### config.mk
export PLATFORM = sky130hd
export DESIGN_NAME = mac_array_ctrl_flat
export DESIGN_NICKNAME = d
export VERILOG_FILES = /design/src/rtl/mac_ctrl_pkg.sv /design/src/rtl/mac_array_ctrl_if.sv /design/src/rtl/mac_array_ctrl_inst_skew.sv /design/src/rtl/mac_array_ctrl.sv /design/src/flat_wrapper.sv
export SDC_FILE = /design/constraint.sdc
export NUM_CORES = 1
export LEC_CHECK = 0
export CAP_MARGIN = 20
export CORE_UTILIZATION = 30
export DETAILED_ROUTE_END_ITERATION = 10
export GPL_ROUTABILITY_DRIVEN = 1
export PLACE_DENSITY = 0.61
export SETUP_SLACK_MARGIN = 0.4
export SLEW_MARGIN = 40
export SYNTH_ARGS = -nofsm -noshare
export SYNTH_HDL_FRONTEND = slang
export SYNTH_SLANG_ARGS = --single-unit
### constraint.sdc
create_clock -name clk -period 7 [get_ports clk]
set_input_delay 1.05 -clock clk [delete_from_list [all_inputs] [get_ports clk]]
set_output_delay 1.05 -clock clk [all_outputs]
set_load 0.02 [all_outputs]
### src/rtl/mac_ctrl_pkg.sv
// mac_ctrl_pkg: shared types and constants for the MAC array controller.
//   state_t    - controller FSM states
//   INST_*     - 2-bit per-lane tile instruction codes (bit1 execute, bit0 load)
//   l0_addr_w  - width of the input-buffer read address
package mac_ctrl_pkg;

  typedef enum logic [2:0] {
    ST_IDLE,
    ST_PREP,
    ST_LOAD,
    ST_GAP,
    ST_EXEC,
    ST_DRAIN,
    ST_DONE
  } state_t;

  localparam logic [1:0] INST_IDLE = 2'b00;
  localparam logic [1:0] INST_LOAD = 2'b01;
  localparam logic [1:0] INST_EXEC = 2'b10;

  // Room for col load addresses followed by up to 2^len_bw execute addresses.
  function automatic int l0_addr_w(input int len_bw, input int col);
    return len_bw + $clog2(col) + 1;
  endfunction

endpackage

### src/rtl/mac_array_ctrl_if.sv
// mac_array_ctrl_if: job handshake and array/buffer control bundle.
//   master : host side  - drives start, abort, len; observes the rest
//   slave  : controller - drives busy, done, tile_rst, inst_w, l0_rd,
//            l0_addr, perf_cnt
interface mac_array_ctrl_if
  import mac_ctrl_pkg::*;
#(
  parameter int row    = 8,
  parameter int col    = 8,
  parameter int len_bw = 8
) ();

  localparam int ADDR_W = l0_addr_w(len_bw, col);

  logic              start;
  logic              abort;
  logic [len_bw-1:0] len;
  logic              busy;
  logic              done;
  logic              tile_rst;
  logic [2*row-1:0]  inst_w;
  logic              l0_rd;
  logic [ADDR_W-1:0] l0_addr;
  logic [31:0]       perf_cnt;

  modport master (
    output start, abort, len,
    input  busy, done, tile_rst, inst_w, l0_rd, l0_addr, perf_cnt
  );

  modport slave (
    input  start, abort, len,
    output busy, done, tile_rst, inst_w, l0_rd, l0_addr, perf_cnt
  );

endinterface

### src/rtl/mac_array_ctrl_inst_skew.sv
// inst_skew: per-row instruction delay line.
//   clk, reset : clock, asynchronous active-high reset
//   flush      : synchronous clear of every stage to INST_IDLE
//   inst_in    : lane-0 instruction for the next cycle
//   inst_w     : lane r at [2r+1:2r], equal to lane 0 delayed by r cycles
// Stage 0 is itself a register, so lane 0 is one cycle behind inst_in.
module inst_skew
  import mac_ctrl_pkg::*;
#(
  parameter int row = 8
) (
  input  logic             clk,
  input  logic             reset,
  input  logic             flush,
  input  logic [1:0]       inst_in,
  output logic [2*row-1:0] inst_w
);

  genvar gi;
  generate
    for (gi = 0; gi < row; gi++) begin : g_lane
      logic [1:0] stage_reg;
      logic [1:0] stage_in;

      if (gi == 0) begin : g_head
        assign stage_in = inst_in;
      end else begin : g_tail
        assign stage_in = g_lane[gi-1].stage_reg;
      end

      always_ff @(posedge clk or posedge reset) begin
        if (reset) begin
          stage_reg <= INST_IDLE;
        end else if (flush) begin
          stage_reg <= INST_IDLE;
        end else begin
          stage_reg <= stage_in;
        end
      end

      assign inst_w[2*gi +: 2] = stage_reg;
    end
  endgenerate

endmodule

### src/rtl/mac_array_ctrl.sv
// mac_array_ctrl: sequences one kernel-load + execute job on a row x col
// MAC tile array: PREP (tile reset) -> LOAD (col cycles) -> GAP ->
// EXEC (len cycles) -> DRAIN (row+col-1 cycles) -> DONE.
//   clk, reset : clock, asynchronous active-high reset
//   bus        : mac_array_ctrl_if.slave (start/abort/len in; busy, done,
//                tile_rst, inst_w, l0_rd, l0_addr, perf_cnt out)
// Array-facing outputs are registered from the decoded state, so they
// trail the FSM state by one cycle; busy is the state itself.
// Build option: define MAC_CTRL_PERF_CNT_EN to enable the saturating
// EXEC-cycle counter on perf_cnt (otherwise perf_cnt reads 0).
module mac_array_ctrl
  import mac_ctrl_pkg::*;
#(
  parameter int row    = 8,
  parameter int col    = 8,
  parameter int len_bw = 8
) (
  input logic             clk,
  input logic             reset,
  mac_array_ctrl_if.slave bus
);

  localparam int ADDR_W = l0_addr_w(len_bw, col);
  localparam logic [ADDR_W-1:0] LOAD_LAST  = ADDR_W'(col - 1);
  localparam logic [ADDR_W-1:0] DRAIN_LAST = ADDR_W'(row + col - 2);
  localparam logic [ADDR_W-1:0] EXEC_BASE  = ADDR_W'(col);

  state_t            state_reg, state_next;
  logic [ADDR_W-1:0] cnt_reg, cnt_next;
  logic [len_bw-1:0] len_reg, len_next;
  logic [ADDR_W-1:0] exec_last;

  logic              tile_rst_next, l0_rd_next, done_next;
  logic [1:0]        inst_next;
  logic [ADDR_W-1:0] addr_next;
  logic              tile_rst_reg, l0_rd_reg, done_reg;
  logic [ADDR_W-1:0] l0_addr_reg;

  assign exec_last = ADDR_W'(len_reg) - ADDR_W'(1);

  always_ff @(posedge clk or posedge reset) begin
    if (reset) begin
      state_reg <= ST_IDLE;
      cnt_reg   <= '0;
      len_reg   <= '0;
    end else begin
      state_reg <= state_next;
      cnt_reg   <= cnt_next;
      len_reg   <= len_next;
    end
  end

  always_comb begin
    state_next    = state_reg;
    len_next      = len_reg;
    tile_rst_next = 1'b0;
    l0_rd_next    = 1'b0;
    done_next     = 1'b0;
    inst_next     = INST_IDLE;
    addr_next     = l0_addr_reg;

    case (state_reg)
      ST_IDLE: begin
        if (bus.start && !bus.abort) begin
          state_next = ST_PREP;
          len_next   = bus.len;
        end
      end
      ST_PREP: begin
        state_next    = ST_LOAD;
        tile_rst_next = 1'b1;
        addr_next     = '0;
      end
      ST_LOAD: begin
        if (cnt_reg == LOAD_LAST) state_next = ST_GAP;
        inst_next  = INST_LOAD;
        l0_rd_next = 1'b1;
        addr_next  = cnt_reg;
      end
      ST_GAP: begin
        state_next = (len_reg == '0) ? ST_DRAIN : ST_EXEC;
      end
      ST_EXEC: begin
        if (cnt_reg == exec_last) state_next = ST_DRAIN;
        inst_next  = INST_EXEC;
        l0_rd_next = 1'b1;
        addr_next  = EXEC_BASE + cnt_reg;
      end
      ST_DRAIN: begin
        if (cnt_reg == DRAIN_LAST) state_next = ST_DONE;
      end
      ST_DONE: begin
        state_next = ST_IDLE;
        done_next  = 1'b1;
      end
      default: state_next = ST_IDLE;
    endcase

    // Abort cancels the job outright: no further array activity, no done.
    if (bus.abort) begin
      if (state_reg != ST_IDLE) state_next = ST_IDLE;
      tile_rst_next = 1'b0;
      l0_rd_next    = 1'b0;
      done_next     = 1'b0;
      inst_next     = INST_IDLE;
      addr_next     = l0_addr_reg;
    end

    // cnt counts cycles spent in the current state, from 0.
    if (state_next != state_reg || state_reg == ST_IDLE) begin
      cnt_next = '0;
    end else begin
      cnt_next = cnt_reg + ADDR_W'(1);
    end
  end

  always_ff @(posedge clk or posedge reset) begin
    if (reset) begin
      tile_rst_reg <= 1'b0;
      l0_rd_reg    <= 1'b0;
      done_reg     <= 1'b0;
      l0_addr_reg  <= '0;
    end else begin
      tile_rst_reg <= tile_rst_next;
      l0_rd_reg    <= l0_rd_next;
      done_reg     <= done_next;
      l0_addr_reg  <= addr_next;
    end
  end

  // Lane 0 is the first skew stage; later stages follow the row stagger.
  inst_skew #(
    .row(row)
  ) u_inst_skew (
    .clk    (clk),
    .reset  (reset),
    .flush  (bus.abort),
    .inst_in(inst_next),
    .inst_w (bus.inst_w)
  );

  assign bus.busy     = (state_reg != ST_IDLE);
  assign bus.done     = done_reg;
  assign bus.tile_rst = tile_rst_reg;
  assign bus.l0_rd    = l0_rd_reg;
  assign bus.l0_addr  = l0_addr_reg;

`ifdef MAC_CTRL_PERF_CNT_EN
  logic [31:0] perf_reg;

  always_ff @(posedge clk or posedge reset) begin
    if (reset) begin
      perf_reg <= '0;
    end else if (state_reg == ST_EXEC && perf_reg != '1) begin
      perf_reg <= perf_reg + 32'd1;
    end
  end

  assign bus.perf_cnt = perf_reg;
`else
  assign bus.perf_cnt = '0;
`endif

endmodule

### src/flat_wrapper.sv
// flat-port wrapper written by rule: the top's interface ports become plain ports
module mac_array_ctrl_flat import mac_ctrl_pkg::*;
#(
  parameter int row    = 8,
  parameter int col    = 8,
  parameter int len_bw = 8
)
  (clk, reset, bus_start, bus_abort, bus_len, bus_busy, bus_done, bus_tile_rst, bus_inst_w, bus_l0_rd, bus_l0_addr, bus_perf_cnt);
  mac_array_ctrl_if #(.row(row), .col(col), .len_bw(len_bw)) bus_i ();
  input logic clk;
  input logic reset;
  input wire logic [$bits(bus_i.start)-1:0] bus_start;
  input wire logic [$bits(bus_i.abort)-1:0] bus_abort;
  input wire logic [$bits(bus_i.len)-1:0] bus_len;
  output wire logic [$bits(bus_i.busy)-1:0] bus_busy;
  output wire logic [$bits(bus_i.done)-1:0] bus_done;
  output wire logic [$bits(bus_i.tile_rst)-1:0] bus_tile_rst;
  output wire logic [$bits(bus_i.inst_w)-1:0] bus_inst_w;
  output wire logic [$bits(bus_i.l0_rd)-1:0] bus_l0_rd;
  output wire logic [$bits(bus_i.l0_addr)-1:0] bus_l0_addr;
  output wire logic [$bits(bus_i.perf_cnt)-1:0] bus_perf_cnt;
  assign bus_i.start = bus_start;
  assign bus_i.abort = bus_abort;
  assign bus_i.len = bus_len;
  assign bus_busy = bus_i.busy;
  assign bus_done = bus_i.done;
  assign bus_tile_rst = bus_i.tile_rst;
  assign bus_inst_w = bus_i.inst_w;
  assign bus_l0_rd = bus_i.l0_rd;
  assign bus_l0_addr = bus_i.l0_addr;
  assign bus_perf_cnt = bus_i.perf_cnt;
  mac_array_ctrl #(.row(row), .col(col), .len_bw(len_bw)) u_core (.clk(clk), .reset(reset), .bus(bus_i));
endmodule
After elaboration in Yosys (flattened, before gate mapping). Index checks and enable logic that the tools add are counted.

Output and inout bits: 64. Bits in registers: 54. Logic and storage cells: 64.

Eq/ne operators: 10. Add/sub/neg operators: 3. Reductions and logical operators: 10. Mux-type cells: 25. Bitwise operators: 1.

Operator list (number): one-hot mux 12 bit (3 select lines) (1); two-way mux 3 bit (6); one-hot mux 3 bit (6 select lines) (1); two-way mux 2 bit (8); adder 12 x 1 -> 12 bit, second input constant (1); adder 4 x 12 -> 12 bit, first input constant (1); equality test 12 bit (1); equality test 12 x 3 -> 1 bit, second input constant (1); equality test 12 x 4 -> 1 bit, second input constant (1); two-way mux 12 bit (1); equality test 3 bit, second input constant (3); subtractor 8 x 1 -> 9 bit, second input constant (1); logical NOT 8 bit (1); two-way mux 1 bit (7); equality test 3 x 2 -> 1 bit, second input constant (2); nonzero test 3 bit (2); one-hot mux 2 bit (2 select lines) (1); AND reduction 2 bit (2); equality test 3 x 1 -> 1 bit, second input constant (1); logical NOT 3 bit (1); != test 3 bit (1); OR reduction 2 bit (1); logical AND 1 bit (1); logical NOT 1 bit (1); 2 further kinds (2).

Longest topological paths before layout.
Word-level depth: 9. Mapped depth: 9. Depth with buffers taken out: 7.

Hierarchy. From an unflattened synthesis, not the netlist that was laid out.

Cells, all modules: 312. Area, all modules: 3133.0 µm².

By module, submodules not included: mac_array_ctrl (cells an instance 278, seq. area each 950.9 µm², times used 1, area an instance 2585.0 µm²); inst_skew (cells an instance 34, seq. area each 400.4 µm², times used 1, area an instance 548.0 µm²).

Least setup slack after synthesis. No wires, ideal clock.

Kind: input to register. Start: input port bus_abort. End: register u_core.cnt_reg[2]. Arrival time: 2.429 ns. Setup slack: 4.452 ns. Stages on the path: 7. Library setup time: 0.119 ns. Cells stage by stage: clkbuf_1 > nor4b_1 > nand3_1 > a211o_1 > a2111oi_4 > buf_6 > nor3_1.

Word-level cells in the longest chain between the ends: 9.

Ends and longest elaborated chain: from (decl) (RTL line flat_wrapper.sv:13) `input wire logic [$bits(bus_i.abort)-1:0] bus_abort;`; logical NOT 1 bit (RTL line mac_array_ctrl.sv:64) `if (bus.start && !bus.abort) begin`; logical AND 1 bit (RTL line mac_array_ctrl.sv:64); two-way mux 3 bit (RTL line mac_array_ctrl.sv:64); one-hot mux 3 bit (6 select lines) (RTL line mac_array_ctrl.sv:62) `case (state_reg)`; two-way mux 3 bit (RTL line mac_array_ctrl.sv:101) `if (state_reg != ST_IDLE) state_next = ST_IDLE;`; two-way mux 3 bit (*) (RTL line mac_array_ctrl.sv:100) `if (bus.abort) begin`; != test 3 bit (*) (RTL line mac_array_ctrl.sv:110) `if (state_next != state_reg || state_reg == ST_IDLE) begin`; logical OR 1 bit (*) (RTL line mac_array_ctrl.sv:110); two-way mux 12 bit (*) (RTL line mac_array_ctrl.sv:110); net u_core.cnt_next[2] (RTL line mac_array_ctrl.sv:29) `logic [ADDR_W-1:0] cnt_reg, cnt_next;`; to (signal assigned) (RTL line mac_array_ctrl.sv:48) `cnt_reg <= cnt_next;`; to (decl) (RTL line mac_array_ctrl.sv:29).

The timed path passes the listed nets; every way through them passes the cells marked *. A chain may end at the register's enable or synchronous reset.

Worst setup path after layout.
Start: input port bus_abort. End: register u_core.cnt_reg[11].

The elaborated chain is that of the path after synthesis.

==> reports/results.env <==
OUTCOME='finished, final reports clean'
CTSHOLDBUFFERS=0
HOLD_PATH.CLASS='flip-flop to flip-flop'
CRITICAL_PATH_BUF_INV_COUNT=2
CTS_RESIZED=0
FIRST_ITERATION_DETAILED_ROUTING_DRC_COUNT=92
FINALMAXSLEWVIOLATIONS=0
DRIVE_ABOVE_1_SHARE_PCT=8.07
CLOCK-SINKS=54
WORST_CLOCK_SKEW_NS=0.00274
FINALWORSTPATHREQUIREDPERIOD_NS=3.27
POST_DRT_VIA_CELL_RATIO=4.69
YS_ASYNC_SR_FRACTION_PCT=100
ANTENNA_DIODE_COUNT=0
RELSLEWSLACK_PCT=47.2
CTSROOTBUFFERMASTER='clkbuf_8'
FINISH.UTILIZATION_PCT=36.3
SYNTHESIS.AREA_UM2=3030
CP_CELL_SEQUENCE='clkdlybuf4s50_1, buf_4, nor4b_1, nand3_1, a211o_1, a2111oi_4, nor3_1'
LARGEST_NET_DEGREE_AT_THE_START_OF_GLOBAL_ROUTING=55
DP.FINAL_HPWL_MM=4.51
BOUNDARYPINS=76
GLOBAL_PLACER_S_FINAL_WEIGHTED_CONGESTION=0.749
SETUP_WS_NS=3.73
FINALINSTANCEAREA_UM2=3550
FINAL_NETS=362
CTS_HTREE_LEVELS=2
WL_CELL_UM=13.0
SYNTH.FF_LATCH_COUNT=54
PLACEABLECOREAREA_UM2=9770
CPLARGESTDELAYFAMILY='compound AO/OA/AOI/OAI gates'
LARGEST_REGISTER_FF_COUNT=16
STATIC-LEAKAGE-POWER_nW=1.53
DRC=0
ROUTE.FINAL.WIRE_LENGTH_MM=6.22
SYNTH_FF_TYPE='dfrtp_1'
MAXCAPVIOLATIONS=0
CRITICAL_PATH.STARTPOINT_TYPE='input pin'
FINAL_CELL_COUNT_NO_FILL=480
SYNTH.YOSYS.WARNINGS=0
POSTSYNTHCELLCOUNT=311
SETUP.WORST_PATH.CLASS='input pin to flip-flop'
GRT_ANTENNA_BEFORE_REPAIR=0
FINALCRITPERIODSHARE_PCT=46.7
SYNTH_ENABLE_FLOP_CELLS=0
CTS_MAX_PATH_BUFFERS=2
NUM_ROWS=36
SETUP_VIOL=0
FLOORPLAN.DIE_AREA_UM2=10500
CLKLATENCYLATEPIN_NS=0.31
FIN_HOLD_WS_NS=0.497
FINAL_ANTENNA_NET_COUNT=0
NATURE_OF_THE_CRITICAL_PATH_ENDPOINT='flip-flop'
DIE_W_UM=102
CRIT_FANOUT=27
DP_SLACK_NS=3.39
CRIT_REQUIRED_NS=7.16
SYN-MEAN-INSTANCE-AREA_UM2=9.73
DETAILED_PLACE.AREA_UM2=3440
CLKSLEWWORSTSETUPHOLDPATHS_NS=0.10
TIGHTESTPINTRANSITION_NS=0.786
DIE_HEIGHT_UM=102
CTS-BUFFERS-INSERTED=5
GR-TOTAL-OVERFLOW=0
STARTING_DENSITY_PCT=31.0
CPMAXSTAGEDELAYCELL='a2111oi_4'
LAYOUT_COMMONEST_CELL='dfrtp_1'
GLOBAL_ROUTE_WIRE_LENGTH_BEFORE_REPAIR_MM=10.5
DETAIL_ROUTE.FIRST_PASS.ITERATIONS=4
LAYOUT.CELLS.MOST_COMMON_LIST='dfrtp_1, clkdlybuf4s50_1, conb_1'
IR_WORST_VDD_mV=0.0865
GRTUSAGETOTAL_PCT=12.8
SYNTHDISTINCTLIBCELLS=51
YS_SEQ_AREA_SHARE_PCT=44.6
VIAS_IN_THE_FIRST_GLOBAL_ROUTE=2133
FINALHOLDVIOLCOUNT=0
WORST_EP_ARRIVAL_TIME_NS=3.43
RSZ_0062_RAISED_AFTER_GLOBAL_ROUTING='no'
DP_CELLS=472
MAX_FREQ_MHz=306
REPORT.POWER.TOTAL_mW=0.813
PLACEMENT.IO_BUFFERS=43
SYN2LAYOUT_AREA_GROWTH_PCT=17.4
CP_SLOWEST_STAGE_DELAY_NS=0.63
P_PER_AREA_nW_PER_UM2=229
POST_CTS.REPAIR.SETUP_BUFFERS=0
FIN_SETUP_TNS_NS=0
ROUTED-VIA-COUNT=2250
CTS_TREE='done'
area by class of cell:
class                           instances  area, um^2
Fill cell                             992        6220
Multi-Input combinational cell        229        1430
Sequential cell                        54        1350
Timing Repair Buffer                   46         453
Tap cell                              133         166
Clock buffer                            5        68.8
Clock inverter                          3        45.0
Inverter                               10        37.5
cells by family (layout without fill, tap and decap cells):
group,after synthesis,count (layout),share of synthesized area [%]
compound gates,39,39,10.3
xor+xnor,22,22,6.37
fa+ha+maj,4,4,1.65
buf+inv,59,64,11.9
flops,54,54,44.6
mux,10,10,3.64
other cells,1,32,0.124
simple gates,122,122,21.3
metal layers:
metal / wire, um / share of wire, % / track usage [%]
met1: 2840 / 46 / 16.1
met2: 3060 / 49 / 22.3
met3: 265 / 4.3 / 2.19
met4: 57 / 0.92 / 3.63
met5: 0 / 0 / 0
synth_stat cells, types with 2 or more instances:
cell      count  share of area [%]
a21oi_1       6               0.99
a221oi_1      7                2.0
a22o_1        3               0.87
a31oi_1       2               0.41
buf_2         4               0.66
buf_4        32                7.9
buf_6         2               0.74
clkbuf_1     10                1.2
dfrtp_1      54                 45
ha_1          4                1.7
inv_1        10                1.2
mux2_2        8                3.0
mux2i_1       2               0.66
nand2_1      19                2.4
nand3_1      11                1.8
nand3b_1      2               0.50
nand4_1       4               0.83
nor2_1       31                3.8
nor2b_1      17                3.5
nor3_1       17                2.8
nor3_2        2               0.66
nor4_1        3               0.62
nor4b_1       3               0.87
o21ai_0       6               0.99
o22ai_1       2               0.41
or3_1         2               0.41
or4_1         4               0.99
xnor2_1      12                3.5
xor2_1       10                2.9
worst register-to-register path, stage by stage, from the launching register on:
cell and delay [ns]:
dfrtp_1 0.48, nor4_2 0.55, nand4_1 0.19, o32a_1 0.40, a2111oi_4 0.79, nor3_1 0.15
final timing paths:
check	from	to	slack (ns)	cells after the start
worst max-delay path	bus_abort	u_core.cnt_reg[11]	3.73	7
worst min-delay path	u_core.u_inst_skew.g_lane[1].stage_reg[0]	u_core.u_inst_skew.g_lane[2].stage_reg[0]	0.50	1
worst max register to register	u_core.len_reg[2]	u_core.cnt_reg[11]	4.30	5
worst min register to register	u_core.u_inst_skew.g_lane[1].stage_reg[0]	u_core.u_inst_skew.g_lane[2].stage_reg[0]	0.50	1
max in group asynchronous	reset	u_core.u_inst_skew.g_lane[0].stage_reg[0]	5.31	3
min in group asynchronous	reset	u_core.bus.l0_addr[7]	1.23	3
power breakdown:
group	internal [mW]	switching, mW
Clock	0.106	0.106
Combinational	0.0972	0.121
Sequential	0.347	0.0352
Total	0.551	0.262
No activity file was read; power rests on OpenSTA's default activity.
